$ cat src/rtl/apu_frame_counter_if.sv
// apu_frame_counter_if: $4017/$4015 side of the frame sequencer.
// master drives wr/wdata/status_rd; slave drives qframe/hframe/irq/mode.
interface apu_frame_counter_if;
  logic       wr;
  logic [7:0] wdata;
  logic       status_rd;
  logic       qframe;
  logic       hframe;
  logic       irq;
  logic       mode;

  modport master (
    output wr, wdata, status_rd,
    input  qframe, hframe, irq, mode
  );

  modport slave (
    input  wr, wdata, status_rd,
    output qframe, hframe, irq, mode
  );
endinterface

$ cat src/rtl/apu_frame_counter.sv
// apu_frame_counter: APU frame sequencer, quarter/half-frame strobes.
// Ports: clk, n_reset, bus (wr, wdata, status_rd in; qframe, hframe, irq,
// mode out). APU_FRAME_IRQ_EN adds frame IRQ + inhibit; else irq is 0.
module apu_frame_counter #(
  parameter int STEP1 = 7457,
  parameter int STEP2 = 14913,
  parameter int STEP3 = 22371,
  parameter int STEP4 = 29829,
  parameter int STEP5 = 37281,
  parameter int CW    = 16
) (
  input logic clk,
  input logic n_reset,
  apu_frame_counter_if.slave bus
);

  localparam logic [CW-1:0] S1  = CW'(STEP1);
  localparam logic [CW-1:0] S2  = CW'(STEP2);
  localparam logic [CW-1:0] S3  = CW'(STEP3);
  localparam logic [CW-1:0] S4  = CW'(STEP4);
  localparam logic [CW-1:0] S4M = CW'(STEP4 - 1);
  localparam logic [CW-1:0] S4P = CW'(STEP4 + 1);
  localparam logic [CW-1:0] S5  = CW'(STEP5);

  logic [CW-1:0] cnt;
  logic [CW-1:0] last;
  logic [2:0]    dly;
  logic          phase;
  logic          mode_q;
  logic          pend;
  logic          qf;
  logic          hf;
  logic          end_hit;
  logic          q_hit;
  logic          h_hit;
  logic          expire;

  // 4-step runs one count past STEP4 to close the IRQ window.
  assign last    = mode_q ? S5 : S4P;
  assign end_hit = mode_q ? (cnt == S5) : (cnt == S4);
  assign h_hit   = (cnt == S2) | end_hit;
  assign q_hit   = (cnt == S1) | (cnt == S3) | h_hit;

  // A new write in the expiry cycle restarts the delay instead.
  assign expire  = (dly == 3'd1) & ~bus.wr;

  always_ff @(posedge clk or negedge n_reset) begin
    if (!n_reset) begin
      cnt    <= '0;
      dly    <= 3'd0;
      phase  <= 1'b0;
      mode_q <= 1'b0;
      pend   <= 1'b0;
      qf     <= 1'b0;
      hf     <= 1'b0;
    end else begin
      phase <= ~phase;
      if (bus.wr) begin
        dly  <= phase ? 3'd3 : 3'd4;
        pend <= bus.wdata[7];
      end else if (dly != 3'd0) begin
        dly <= dly - 3'd1;
      end
      if (expire) begin
        cnt    <= '0;
        mode_q <= pend;
        qf     <= pend;
        hf     <= pend;
      end else begin
        cnt <= (cnt == last) ? '0 : cnt + 1'b1;
        qf  <= q_hit;
        hf  <= h_hit;
      end
    end
  end

  assign bus.qframe = qf;
  assign bus.hframe = hf;
  assign bus.mode   = mode_q;

`ifdef APU_FRAME_IRQ_EN
  logic inhibit;
  logic irq_q;
  logic irq_set;
  logic irq_wclr;
  logic unused_bits;

  assign irq_set  = ~mode_q & ~inhibit &
                    ((cnt == S4M) | (cnt == S4) | (cnt == S4P));
  assign irq_wclr = bus.wr & bus.wdata[6];

  // inhibit write beats a set; a set beats a status read.
  always_ff @(posedge clk or negedge n_reset) begin
    if (!n_reset) begin
      inhibit <= 1'b0;
      irq_q   <= 1'b0;
    end else begin
      if (bus.wr)
        inhibit <= bus.wdata[6];
      unique case (1'b1)
        irq_wclr:      irq_q <= 1'b0;
        irq_set:       irq_q <= 1'b1;
        bus.status_rd: irq_q <= 1'b0;
        default:       irq_q <= irq_q;
      endcase
    end
  end

  assign bus.irq     = irq_q;
  assign unused_bits = ^bus.wdata[5:0];
`else
  logic unused_bits;

  assign bus.irq     = 1'b0;
  assign unused_bits = ^{bus.status_rd, bus.wdata[6:0]};
`endif

endmodule

$ cat src/flat_wrapper.sv
// flat-port wrapper written by rule: the top's interface ports become plain ports
module apu_frame_counter_flat 
#(
  parameter int STEP1 = 7457,
  parameter int STEP2 = 14913,
  parameter int STEP3 = 22371,
  parameter int STEP4 = 29829,
  parameter int STEP5 = 37281,
  parameter int CW    = 16
)
  (clk, n_reset, bus_wr, bus_wdata, bus_status_rd, bus_qframe, bus_hframe, bus_irq, bus_mode);
  apu_frame_counter_if bus_i ();
  input logic clk;
  input logic n_reset;
  input wire logic [$bits(bus_i.wr)-1:0] bus_wr;
  input wire logic [$bits(bus_i.wdata)-1:0] bus_wdata;
  input wire logic [$bits(bus_i.status_rd)-1:0] bus_status_rd;
  output wire logic [$bits(bus_i.qframe)-1:0] bus_qframe;
  output wire logic [$bits(bus_i.hframe)-1:0] bus_hframe;
  output wire logic [$bits(bus_i.irq)-1:0] bus_irq;
  output wire logic [$bits(bus_i.mode)-1:0] bus_mode;
  assign bus_i.wr = bus_wr;
  assign bus_i.wdata = bus_wdata;
  assign bus_i.status_rd = bus_status_rd;
  assign bus_qframe = bus_i.qframe;
  assign bus_hframe = bus_i.hframe;
  assign bus_irq = bus_i.irq;
  assign bus_mode = bus_i.mode;
  apu_frame_counter #(.STEP1(STEP1), .STEP2(STEP2), .STEP3(STEP3), .STEP4(STEP4), .STEP5(STEP5), .CW(CW)) u_core (.clk(clk), .n_reset(n_reset), .bus(bus_i));
endmodule
$ cat config.mk
export PLATFORM = sky130hd
export DESIGN_NAME = apu_frame_counter_flat
export DESIGN_NICKNAME = d
export VERILOG_FILES = /design/src/rtl/apu_frame_counter_if.sv /design/src/rtl/apu_frame_counter.sv /design/src/flat_wrapper.sv
export SDC_FILE = /design/constraint.sdc
export NUM_CORES = 1
export LEC_CHECK = 0
export CAP_MARGIN = 20
export CORE_MARGIN = 4
export CORE_UTILIZATION = 45
export DETAILED_ROUTE_END_ITERATION = 10
export PLACE_DENSITY = 0.68
export SYNTH_ARGS = -nofsm -noshare
export SYNTH_HDL_FRONTEND = slang
export SYNTH_SLANG_ARGS = --single-unit
$ cat constraint.sdc
create_clock -name clk -period 2.07 [get_ports clk]
set_input_delay 0.207 -clock clk [delete_from_list [all_inputs] [get_ports clk]]
set_output_delay 0.207 -clock clk [all_outputs]
set_load 0.05 [all_outputs]
* Word-level counts from Yosys, hierarchy flattened
Cells that the tools add are included.
** Storage, ports and cells
- Flip-flop bits (word level) :: 24
- Bits of input ports :: 12
- Output and inout port bits :: 4
- Word-level logic and storage cells :: 33
** Cells by class
- Add/subtract/negate cells :: 2
- Bitwise gates (word level) :: 6
- Multiplexer cells :: 9
- Reduce and logical (&&, ||, !) cells :: 2
- Eq/ne operators :: 7
** Operators by type and width (number)
- 16-bit two-way mux :: 3
- 16-bit by 15-bit == test with 1-bit output, second input constant :: 2
- 16-bit by 1-bit adder with 16-bit output, second input constant :: 1
- 16-bit by 13-bit == test with 1-bit output, second input constant :: 1
- 16-bit by 14-bit == test with 1-bit output, second input constant :: 1
- 16-bit == test :: 1
- 16-bit == test, second input constant :: 1
- 3-bit two-way mux :: 3
- 3-bit by 1-bit == test with 1-bit output, second input constant :: 1
- 1-bit two-way mux :: 3
- 1-bit bitwise OR :: 3
- 3-bit nonzero test :: 1
- 3-bit by 1-bit subtractor with 3-bit output, second input constant :: 1
- 1-bit NOT :: 2
- 2-bit nonzero test :: 1
- 1-bit bitwise AND :: 1

* Depth between registers and ports, before layout
- Word-level depth :: 5
- Depth in mapped cells :: 6
- Mapped depth without buffers :: 6

* Worst setup path before layout
No wires, ideal clock.
- Path type :: register to register
- Start :: reg u_core.cnt[0]
- End :: reg u_core.cnt[14]
- Clock period less this slack :: 1772 ps
- Setup time :: 94 ps
- Data arrival time :: 1678 ps
- Required time :: 1976 ps
- Setup slack :: 298 ps
- Stages on the path, launching flop included :: 6
- Path buffers :: 0
- Path through :: dfrtp_1 ha_1 nand4_1 or2_2 or3_1 a211oi_1
** On the way
- Longest elaborated chain between the ends :: 3
- Elaborated cells between the ends (all ways) :: 4
- Those cells by class :: add/sub: 1; eq/ne: 1; mux: 2
** RTL lines
- start, declared :: line apu_frame_counter.sv:25 : logic [CW-1:0] cnt;
- start signal, assigned :: line apu_frame_counter.sv:70 : cnt <= (cnt == last) ? '0 : cnt + 1'b1;
- 16-bit by 1-bit adder with 16-bit output or 16-bit == test (tied branches) :: line apu_frame_counter.sv:70
- 16-bit two-way mux * :: line apu_frame_counter.sv:70
- 16-bit two-way mux * :: line apu_frame_counter.sv:64 : if (expire) begin
Every way passes the cells marked *; elsewhere a longest branch is shown, timed or not.
A chain may end at the register's enable or synchronous reset.

* Worst setup path after layout
Ends and elaborated chain as after synthesis.

==> flow_summary.yaml <==
worst_setup_path:
  rr_worst_depth: 5
  timing.rr.end: "u_core.cnt[14]$_DFF_PN0_"
  path_cells: "ha_1, nand4_1, or2_2, or3_1, a211oi_1"
  worstPathArrival_ns: 2.13
  critPathSlowestCell: "dfrtp_1"
  worstPathRequired_ns: 2.31
  regToRegSetupSlack_ns: 0.18
  start_kind: "flip-flop"
  critPathMaxStageDelay_ns: 0.47
  endpoint_kind: "flip-flop"
  criticalPathCategory: "reg2reg"
  reg2reg_from: "u_core.cnt[0]$_DFF_PN0_"
  cp_max_fo: 7
sta:
  rsz0062_at_grt: "no"
  fin_crit_sh: 0.915
  finalSetupViolCount: 0
  period_minus_slack_ns: 1.89
  fin_tns_setup_ns: 0
  max_freq_mhz: 528
  hold_viol_final: 0
  fin_worst_skew_ns: 0.0116
  drv_slew: 0
cells_and_area:
  syn2layout_area_growth_pct: 8.35
  fin_util: 0.504
  drive_above_1_share: 0.127
  final_cells: 194
  register_area_um2: 601
  nNetsFinal: 169
  fill_cells: 284
  antenna_cells: 0
  multiInputGateArea_um2: 709
routing:
  routed_wl_mm: 2.82
  wl_per_cell_um: 14.5
  vias_per_cell: 5.50
  first_iter_violations: 53
  vias: 1067
  drt_first_pass_iters: 4
  drc: 0
  antenna_left: 0
min_path:
  hold_path.class: "in2async"
power:
  pwr-share-seq: 0.550
  total_power_mw: 1.31
  leakagePower_nw: 0.606
  swShare: 0.388
  p_clk_frac: 0.156
  power_frac_comb: 0.294
  irDropWorstVdd_uv: 442
  cellPowerDensity_nw_per_um2: 856
  p_sw_mw: 0.507
  intPower_mw: 0.800
yosys:
  synth_edf_count: 0
  synth_compound_area_frac: 0.0941
  synth-async-reset-ratio: 1.00
  yosysTopAreaCell: "dfrtp_1"
  synth-xor-area-share: 0.0746
  yosysWarningCount: 0
  synthesis.area_um2: 1410
  synth-simple-area-share: 0.272
  synth_fa_ha_area_frac: 0.0444
  synth_area_leaders: "dfrtp_1 (43%), xnor2_1 (6.2%), ha_1 (4.4%)"
  synth_cell_types: 43
  synth-seq-cells: 24
  syn_inst: 143
  ys.flop_type: "dfrtp_1"
  synth_mux_area_frac: 0.0160
  synth.net_count: 160
  synthTopCellsByCount: "dfrtp_1 (24), inv_1 (11), nor3_1 (11)"
  ys_seq_area_frac: 0.426
  syn_avg_cell_area_um2: 9.85
  yosysMostFrequentCell: "dfrtp_1"
  synth_top_family_by_area: "simple AND/OR/NAND/NOR gates"
  netlist.area_leader.share: 0.426
floorplan:
  io_pins: 16
  fp.dieH_um: 64.0
  start_util: 0.465
  fp.dieW_um: 64.0
  core_region_area_um2: 3030
  dieArea_um2: 4090
  fp-row-count: 20
global_routing:
  grt_pass1_wl_mm: 4.89
  grt_max_degree: 25
  grt_use_total: 0.151
  grt_pass1_vias: 1087
  antenna_found_initial: 0
  grt-ovfl-total: 0
cts:
  postCtsSetupBuffers: 0
  cts_buffer_depth: 2
  cts-root-buf: "clkbuf_4"
  cts.hold.buffers_added: 0
  numCtsBuffers: 3
  cts_tree: "done"
  clkLatencyLatePin_ns: 0.31
  cts_sinks: 24
  clk_pin_slew_worst_paths_ns: 0.14
  cts-htree-levels: 1
  cts_resized: 0
placement:
  gp_congestion: 0.860
  port_buffers: 6
  numPlacedInstances: 191
  dp_hpwl_mm: 2.11
run_status:
  status: "completed"
job:
  drv_cap: 0
stage by stage:
| stage | area [µm²] | hold slack [ns] | setup slack (ns) |
|---|---|---|---|
| 6_report | 1530 | 0.234 | 0.176 |
| 5_1_grt | 1530 | 0.261 | 0.00640 |
| 4_1_cts | 1530 | 0.239 | 0.156 |
| 3_5_place_dp | 1500 | 0.467 | 0.168 |
| 3_3_place_gp | 1500 | 0.451 | 0.233 |
| 2_1_floorplan | 1410 | -0.0886 | 0.298 |
power by group through the flow:
stage | clock [mW] | combinational, mW | sequential, mW
detailed placement | 0 | 0.386 | 0.726
CTS | 0.211 | 0.389 | 0.716
finish | 0.204 | 0.384 | 0.719
global placement | 0 | 0.364 | 0.715
global route | 0.230 | 0.426 | 0.740
floorplan | 0 | 0.304 | 0.689
cells by family after synthesis:
group | Yosys count
mux | 2
xor+xnor | 12
other cells | 1
simple gates | 62
fa+ha+maj | 5
buf+inv | 18
flops | 24
compound gates | 19
cell usage in the layout (no fill, tap or decap):
cell,instances
dfrtp_1,24
inv_1,11
nor3_1,11
xnor2_1,10
nor2_1,10
o21ai_0,6
nor3b_1,6
nand2_1,6
clkdlybuf4s50_1,6
ha_1,5
buf_4,5
nand4_1,4
nand3_1,4
nor4_1,3
nand2b_1,3
a21oi_1,3
clkbuf_4,3
nand3_2,2
or3_1,2
nor4b_1,2
a211oi_1,2
xor2_1,2
o31a_1,2
mux2_2,2
or2_2,1
and4_2,1
nor4bb_1,1
a32oi_1,1
and3b_2,1
o221ai_1,1
and3b_1,1
nor3b_2,1
or3_4,1
and4b_1,1
a22oi_1,1
o32a_1,1
o31ai_1,1
or4_4,1
a211oi_2,1
conb_1,1
layout make-up:
| class | count | share of cell area |
|---|---|---|
| Sequential cell | 24 | 0.393 |
| Tap cell | 44 | 0.0361 |
| Timing Repair Buffer | 11 | 0.0639 |
| Inverter | 11 | 0.0270 |
| Clock buffer | 3 | 0.0148 |
| Multi-Input combinational cell | 101 | 0.465 |
sequential cells by signal, indices dropped and copies added (netlist names):
register / cells
u_core.bus.hframe: 1
u_core.bus.mode: 1
u_core.bus.qframe: 1
u_core.cnt: 16
u_core.dly: 3
u_core.pend: 1
u_core.phase: 1
how the worst max path moves through the flow:
stage / start / end / slack [ns]
3_3_place_gp: u_core.cnt[0]$_DFF_PN0_ / u_core.cnt[14]$_DFF_PN0_ / 0.23
5_1_grt: u_core.cnt[0]$_DFF_PN0_ / u_core.cnt[14]$_DFF_PN0_ / 0.006
3_5_place_dp: u_core.cnt[0]$_DFF_PN0_ / u_core.cnt[14]$_DFF_PN0_ / 0.17
2_1_floorplan: u_core.cnt[0]$_DFF_PN0_ / u_core.cnt[14]$_DFF_PN0_ / 0.30
6_report: u_core.cnt[0]$_DFF_PN0_ / u_core.cnt[14]$_DFF_PN0_ / 0.18
4_1_cts: u_core.cnt[0]$_DFF_PN0_ / u_core.cnt[14]$_DFF_PN0_ / 0.16
layer usage:
layer	up-vias	part of all wire	GRT usage
met3	2	0.033	0.0246
li1	520	-	-
met4	0	0.0085	0.0404
met1	528	0.47	0.195
met5	-	0	0
met2	17	0.49	0.259
critical path, delay by kind of cell, from the launching register on:
family	cells	cell delay [ns]
compound gates	1	0.22
fa+ha+maj	1	0.28
flops	1	0.47
simple gates	3	0.86
(Power assumes the default switching activity.)
